**config.mk**
```make
export PLATFORM = sky130hd
export DESIGN_NAME = pipelined_multiplier_flat
export DESIGN_NICKNAME = d
export VERILOG_FILES = /design/src/rtl/pipelined_multiplier_if.sv /design/src/rtl/pipelined_multiplier.sv /design/src/flat_wrapper.sv
export SDC_FILE = /design/constraint.sdc
export NUM_CORES = 2
export LEC_CHECK = 0
export CELL_PAD_IN_SITES_DETAIL_PLACEMENT = 1
export CELL_PAD_IN_SITES_GLOBAL_PLACEMENT = 2
export CORE_MARGIN = 5
export CORE_UTILIZATION = 30
export CTS_CLUSTER_SIZE = 12
export DETAILED_ROUTE_END_ITERATION = 7
export PLACE_DENSITY_LB_ADDON = 0.2
export SLEW_MARGIN = 10
export SYNTH_ARGS = -nofsm -noshare
export SYNTH_HDL_FRONTEND = slang
export SYNTH_SLANG_ARGS = --single-unit
```
**constraint.sdc**
```tcl
create_clock -name clk -period 9.68 [get_ports clk]
set_input_delay 1.936 -clock clk [delete_from_list [all_inputs] [get_ports clk]]
set_output_delay 1.936 -clock clk [all_outputs]
set_load 0.01 [all_outputs]
```
**src/rtl/pipelined_multiplier_if.sv**
```systemverilog
// rtl/pipelined_multiplier_if.sv - operand/result handshake bundle for pipelined_multiplier
//
// Purpose: carries the operation request stream (in_*), the result stream
// (out_*) and, when MULT_FLUSH_EN is defined, the flush request.
// Modports:
//   master - producer/consumer side (drives in_*, out_ready, flush)
//   slave  - multiplier side (drives in_ready, out_valid, out_result*, out_overflow, out_tag)
// Macro: MULT_FLUSH_EN adds the flush signal.
interface pipelined_multiplier_if #(
    parameter int DATA_LEN = 32,
    parameter int TAG_LEN  = 8
);
    logic                in_valid;
    logic                in_ready;
    logic                in_signed;
    logic [DATA_LEN-1:0] in_a;
    logic [DATA_LEN-1:0] in_b;
    logic [TAG_LEN-1:0]  in_tag;
    logic                out_valid;
    logic                out_ready;
    logic [DATA_LEN-1:0] out_result;
    logic [DATA_LEN-1:0] out_result_hi;
    logic                out_overflow;
    logic [TAG_LEN-1:0]  out_tag;
`ifdef MULT_FLUSH_EN
    logic                flush;

    modport master (
        output in_valid, in_signed, in_a, in_b, in_tag, out_ready, flush,
        input  in_ready, out_valid, out_result, out_result_hi, out_overflow, out_tag
    );
    modport slave (
        input  in_valid, in_signed, in_a, in_b, in_tag, out_ready, flush,
        output in_ready, out_valid, out_result, out_result_hi, out_overflow, out_tag
    );
`else
    modport master (
        output in_valid, in_signed, in_a, in_b, in_tag, out_ready,
        input  in_ready, out_valid, out_result, out_result_hi, out_overflow, out_tag
    );
    modport slave (
        input  in_valid, in_signed, in_a, in_b, in_tag, out_ready,
        output in_ready, out_valid, out_result, out_result_hi, out_overflow, out_tag
    );
`endif
endinterface

```
**src/rtl/pipelined_multiplier.sv**
```systemverilog
// rtl/pipelined_multiplier.sv - stallable pipelined signed/unsigned multiplier with tag sideband
//
// Purpose: accepts one operation per cycle (in_valid & in_ready), produces the
// full 2*DATA_LEN product split into out_result (low) / out_result_hi (high),
// an overflow flag for the selected mode and the operation's tag, exactly
// PIPELINE_STAGE register stages after acceptance.
// Ports:
//   clk   - clock, rising edge
//   reset - asynchronous active-high reset; clears all valid bits and outputs
//   bus   - pipelined_multiplier_if.slave (in_* request stream, out_* result stream)
// Macro: MULT_FLUSH_EN - when defined, bus.flush synchronously drops every
//   in-flight operation and blocks acceptance for that cycle.
module pipelined_multiplier #(
    parameter int DATA_LEN       = 32,
    parameter int PIPELINE_STAGE = 2,
    parameter int TAG_LEN        = 8
) (
    input logic                   clk,
    input logic                   reset,
    pipelined_multiplier_if.slave bus
);
    localparam int PW   = 2 * DATA_LEN;
    localparam int LAST = PIPELINE_STAGE - 1;

    logic                flush_w;
    logic                stall;
    logic                accept;
    logic [PW-1:0]       a_ext;
    logic [PW-1:0]       b_ext;
    logic [PW-1:0]       prod_d;
    logic [DATA_LEN-1:0] lo_d;
    logic [DATA_LEN-1:0] hi_d;
    logic                ovf_d;

    logic [PIPELINE_STAGE-1:0] vld_q;
    logic [DATA_LEN-1:0]       lo_q  [PIPELINE_STAGE];
    logic [DATA_LEN-1:0]       hi_q  [PIPELINE_STAGE];
    logic                      ovf_q [PIPELINE_STAGE];
    logic [TAG_LEN-1:0]        tag_q [PIPELINE_STAGE];

`ifdef MULT_FLUSH_EN
    assign flush_w = bus.flush;
`else
    assign flush_w = 1'b0;
`endif

    // The whole pipe freezes while the last stage holds an untaken result;
    // bubbles are never squeezed out, so latency stays fixed.
    assign stall        = vld_q[LAST] && !bus.out_ready;
    assign bus.in_ready = !stall && !flush_w;
    assign accept       = bus.in_valid && bus.in_ready;

    // Extending both operands to 2*DATA_LEN per mode makes a single truncated
    // multiply correct for both signed and unsigned products.
    always_comb begin
        a_ext  = bus.in_signed ? {{DATA_LEN{bus.in_a[DATA_LEN-1]}}, bus.in_a}
                               : {{DATA_LEN{1'b0}}, bus.in_a};
        b_ext  = bus.in_signed ? {{DATA_LEN{bus.in_b[DATA_LEN-1]}}, bus.in_b}
                               : {{DATA_LEN{1'b0}}, bus.in_b};
        prod_d = a_ext * b_ext;
        lo_d   = prod_d[DATA_LEN-1:0];
        hi_d   = prod_d[PW-1:DATA_LEN];
        // Signed product fits only if the high half is pure sign extension.
        ovf_d  = bus.in_signed ? (hi_d != {DATA_LEN{lo_d[DATA_LEN-1]}})
                               : (hi_d != '0);
    end

    always_ff @(posedge clk or posedge reset) begin
        if (reset) begin
            vld_q <= '0;
            for (int i = 0; i < PIPELINE_STAGE; i++) begin
                lo_q[i]  <= '0;
                hi_q[i]  <= '0;
                ovf_q[i] <= 1'b0;
                tag_q[i] <= '0;
            end
        end else if (flush_w) begin
            // Only the valid bits drop; data registers keep their contents.
            vld_q <= '0;
        end else if (!stall) begin
            vld_q[0] <= accept;
            if (accept) begin
                lo_q[0]  <= lo_d;
                hi_q[0]  <= hi_d;
                ovf_q[0] <= ovf_d;
                tag_q[0] <= bus.in_tag;
            end
            for (int i = 1; i < PIPELINE_STAGE; i++) begin
                vld_q[i] <= vld_q[i-1];
                lo_q[i]  <= lo_q[i-1];
                hi_q[i]  <= hi_q[i-1];
                ovf_q[i] <= ovf_q[i-1];
                tag_q[i] <= tag_q[i-1];
            end
        end
    end

    assign bus.out_valid     = vld_q[LAST];
    assign bus.out_result    = lo_q[LAST];
    assign bus.out_result_hi = hi_q[LAST];
    assign bus.out_overflow  = ovf_q[LAST];
    assign bus.out_tag       = tag_q[LAST];

endmodule
```
**src/flat_wrapper.sv**
```systemverilog
// flat-port wrapper written by rule: the top's interface ports become plain ports
module pipelined_multiplier_flat 
#(
    parameter int DATA_LEN       = 32,
    parameter int PIPELINE_STAGE = 2,
    parameter int TAG_LEN        = 8
)
  (clk, reset, bus_in_valid, bus_in_signed, bus_in_a, bus_in_b, bus_in_tag, bus_out_ready, bus_in_ready, bus_out_valid, bus_out_result, bus_out_result_hi, bus_out_overflow, bus_out_tag);
  pipelined_multiplier_if #(.DATA_LEN(DATA_LEN), .TAG_LEN(TAG_LEN)) bus_i ();
  input logic clk;
  input logic reset;
  input wire logic [$bits(bus_i.in_valid)-1:0] bus_in_valid;
  input wire logic [$bits(bus_i.in_signed)-1:0] bus_in_signed;
  input wire logic [$bits(bus_i.in_a)-1:0] bus_in_a;
  input wire logic [$bits(bus_i.in_b)-1:0] bus_in_b;
  input wire logic [$bits(bus_i.in_tag)-1:0] bus_in_tag;
  input wire logic [$bits(bus_i.out_ready)-1:0] bus_out_ready;
  output wire logic [$bits(bus_i.in_ready)-1:0] bus_in_ready;
  output wire logic [$bits(bus_i.out_valid)-1:0] bus_out_valid;
  output wire logic [$bits(bus_i.out_result)-1:0] bus_out_result;
  output wire logic [$bits(bus_i.out_result_hi)-1:0] bus_out_result_hi;
  output wire logic [$bits(bus_i.out_overflow)-1:0] bus_out_overflow;
  output wire logic [$bits(bus_i.out_tag)-1:0] bus_out_tag;
  assign bus_i.in_valid = bus_in_valid;
  assign bus_i.in_signed = bus_in_signed;
  assign bus_i.in_a = bus_in_a;
  assign bus_i.in_b = bus_in_b;
  assign bus_i.in_tag = bus_in_tag;
  assign bus_i.out_ready = bus_out_ready;
  assign bus_in_ready = bus_i.in_ready;
  assign bus_out_valid = bus_i.out_valid;
  assign bus_out_result = bus_i.out_result;
  assign bus_out_result_hi = bus_i.out_result_hi;
  assign bus_out_overflow = bus_i.out_overflow;
  assign bus_out_tag = bus_i.out_tag;
  pipelined_multiplier #(.DATA_LEN(DATA_LEN), .PIPELINE_STAGE(PIPELINE_STAGE), .TAG_LEN(TAG_LEN)) u_core (.clk(clk), .reset(reset), .bus(bus_i));
endmodule
```
==> flow_summary.json <==
{
  "arrival_ns": 11.01,
  "die_area_mm2": 0.190,
  "cts_buffer_depth": 2,
  "period_needed_ns": 10.69,
  "fp-row-count": 156,
  "ys_seq_area_frac": 0.0680,
  "drt_first_pass_iters": 5,
  "drive_above_1_share": 0.236,
  "overflow": 0,
  "cp-startpoint": "bus_in_a[31]",
  "synth_top_family_by_area": "adder cells",
  "synthAdderAreaFrac": 0.592,
  "status": "complete, but fails checks",
  "routed_via_density": 4.58,
  "ys_seq_elements": 148,
  "violations": "setup timing",
  "synth_top_area_share": 0.520,
  "core_area_mm2": 0.181,
  "ios": 152,
  "rsz0062_at_grt": "yes",
  "hp-start": "u_core.vld_q[0]",
  "tightest_slew_ns": 0.902,
  "fmax_ghz": 0.0936,
  "fin_crit_sh": 1.10,
  "start_kind": "input pin",
  "finalHoldViolations": 0,
  "ys_top_cells_by_area": "fa_1, inv_1, ha_1",
  "htree_levels": 4,
  "synth_nets": 7697,
  "stdcell_area_mm2": 0.0704,
  "wl_per_cell_um": 23.0,
  "drv_slew": 0,
  "die_w_um": 436,
  "syn_area_mm2": 0.0545,
  "grt_pass1_vias": 48300,
  "grt_use_total": 0.221,
  "synth-simple-area-share": 0.148,
  "dp_slack_ns": -2.15,
  "tns_ns": -4.64,
  "ant_nets": 0,
  "antenna_found_initial": 13,
  "io_buffers": 151,
  "yosys.area.top_type": "fa_1",
  "fin_nets": 8510,
  "synth-xor-area-share": 0.0196,
  "n_fill_cell": 20600,
  "worstSetupEndpointType": "register",
  "slowest_delay_ns": 0.63,
  "muxShareOfSynthArea": 0.000368,
  "critPathSlowestCell": "fa_2",
  "setup_ws_ns": -1.01,
  "synthDistinctLibCells": 67,
  "crit_type": "in -> reg",
  "ys_warn_count": 0,
  "hold_buffers": 0,
  "relSlewSlack": 0.396,
  "totalWireLength_um": 209000,
  "grt_max_degree": 77,
  "globalplace.congestion": 0.865,
  "area_growth_pct": 29.2,
  "cp_max_fo": 6,
  "dp_hpwl_um": 167000,
  "r2r-start": "u_core.vld_q[1]",
  "grt_pass1_wl_um": 316000,
  "clock-sinks": 148,
  "cts_tree": "done",
  "cp_num_buf_inv": 9,
  "min_path_type": "reg -> reg",
  "route.detailed.drc": 0,
  "clock_skew_ns": 0.0108,
  "setup_violations": 17,
  "cp_top_family": "adder cells",
  "worstPathRequired_ns": 10.00,
  "syn_inst": 5893,
  "die_height_um": 436,
  "async_flop_share": 1.00,
  "cts_buffers": 17,
  "synth_edf_count": 0,
  "initial_utilization": 0.301,
  "cts_root_buf": "clkbuf_16",
  "synth_area_per_cell_um2": 9.24,
  "drv_cap": 0,
  "synth_compound_area_frac": 0.0377,
  "vias": 41600,
  "synth-main-ff-cell": "dfrtp_1",
  "cts.clk_slew.worst_paths_ns": 0.07,
  "placedInstanceArea_mm2": 0.0646,
  "drtIter0Drc": 2126,
  "clock_latency_ns": 0.44
}
## layout make-up
class	count	area (µm²)	share of cell area
multi-input cells	3862	45600	0.648
repair buffers	1143	11700	0.167
diodes	1	2.50	0.0000356
inverters	1534	5770	0.0820
clock buffers	18	439	0.00624
well taps	2370	2970	0.0421
clock inverters	14	166	0.00236
flip-flops and latches	148	3700	0.0526
## stage by stage
| step | util | hold slack (ns) | std cells |
|---|---|---|---|
| 2_1_floorplan | - | 0.435 | 5893 |
| 3_3_place_gp | 0.358 | 0.448 | 8860 |
| 3_5_place_dp | 0.358 | 0.452 | 8860 |
| 4_1_cts | 0.382 | 0.467 | 9045 |
| 5_1_grt | 0.389 | 0.486 | 9089 |
| 6_report | 0.389 | 0.465 | 9090 |
## final timing paths
check / end / slack [ns] / depth (start not counted)
setup / recovery: u_core.ovf_q[1] / -1.01 / 32
hold / removal: u_core.vld_q[1] / 0.46 / 1
setup reg to reg: u_core.ovf_q[1] / 6.19 / 10
hold reg to reg: u_core.vld_q[1] / 0.46 / 1
max in group asynchronous: u_core.bus.out_result[30] / 6.72 / 3
min in group asynchronous: u_core.bus.out_result[13] / 1.86 / 2
## worst register-to-register path, cell delays in order, from the launching register on
cell and delay [ns]:
dfrtp_1 0.35, nor2b_4 0.13, buf_4 0.66, inv_2 0.09, buf_4 0.41, nand2_4 0.52, buf_4 0.69, nor2_1 0.21
nand3_1 0.12, o21ai_1 0.07, a31oi_1 0.17
## cell usage in the layout (no fill, tap or decap), types with 10 or more instances in the layout
master,instances
nand2_2,32
and3_1,29
bufbuf_16,20
o211ai_1,15
xnor2_1,83
nand3_1,13
o21ai_0,59
nor2_1,43
clkdlybuf4s50_1,87
nand2b_1,11
buf_12,110
nand4_1,19
fa_1,1282
a21oi_2,27
a21oi_4,13
buf_2,15
fa_2,132
o21ai_1,24
nand2_4,12
nand2_1,883
clkbuf_16,22
inv_2,85
xor2_2,12
buf_6,103
nor2_2,10
and2_4,21
ha_1,269
a21o_1,25
ha_4,41
inv_1,1446
buf_4,760
dfrtp_1,148
and2_1,542
o21ai_2,21
a21oi_1,54
buf_16,28
xor2_1,21
## flip-flops by register name, summed over array words and instances, names as in the netlist
register,cells
u_core.lo_q,32
u_core.vld_q,2
u_core.bus.out_result_hi,32
u_core.tag_q,8
u_core.bus.out_tag,8
u_core.bus.out_result,32
u_core.hi_q,32
u_core.bus.out_overflow,1
u_core.ovf_q,1
## synth_stat cells (11+ instances only)
cell type	n
inv_1	1534
fa_1	1414
nand2_1	927
and2_1	562
ha_1	313
clkbuf_1	261
dfrtp_1	148
o21ai_0	105
a21oi_1	94
xnor2_1	87
buf_4	72
nor2_1	53
and3_1	35
xor2_1	35
a21o_1	25
nand4_1	19
nor3_1	19
nand3_1	15
o211ai_1	15
buf_1	13
a211oi_1	12
nand2b_1	12
a31oi_1	11
## layer usage
layer / global-route usage / routed length (µm) / up-vias
met5: 0 / 27 / -
met1: 0.318 / 98400 / 22200
met4: 0.0351 / 4490 / 4
met3: 0.0203 / 8490 / 167
met2: 0.371 / 97700 / 779
li1: - / - / 18500
## kinds of logic after synthesis
family                   count (synthesis)
AO/OA/AOI/OAI                          330
XOR/XNOR                               122
adder cells (fa/ha/maj)               1728
buffers and inverters                 1883
flip-flops                             148
multiplexers                             2
AND/OR/NAND/NOR                       1680
## what timing repair did
item	CTS	global route
buffers inserted	108	55
endpoints found under the setup margin	42	39
resized for setup	654	336
pin swaps	205	233
gates cloned	48	5
Power is left out: the tool's default activity adds up to more than one toggle a clock period on the data nets, which glitch-free logic cannot reach.
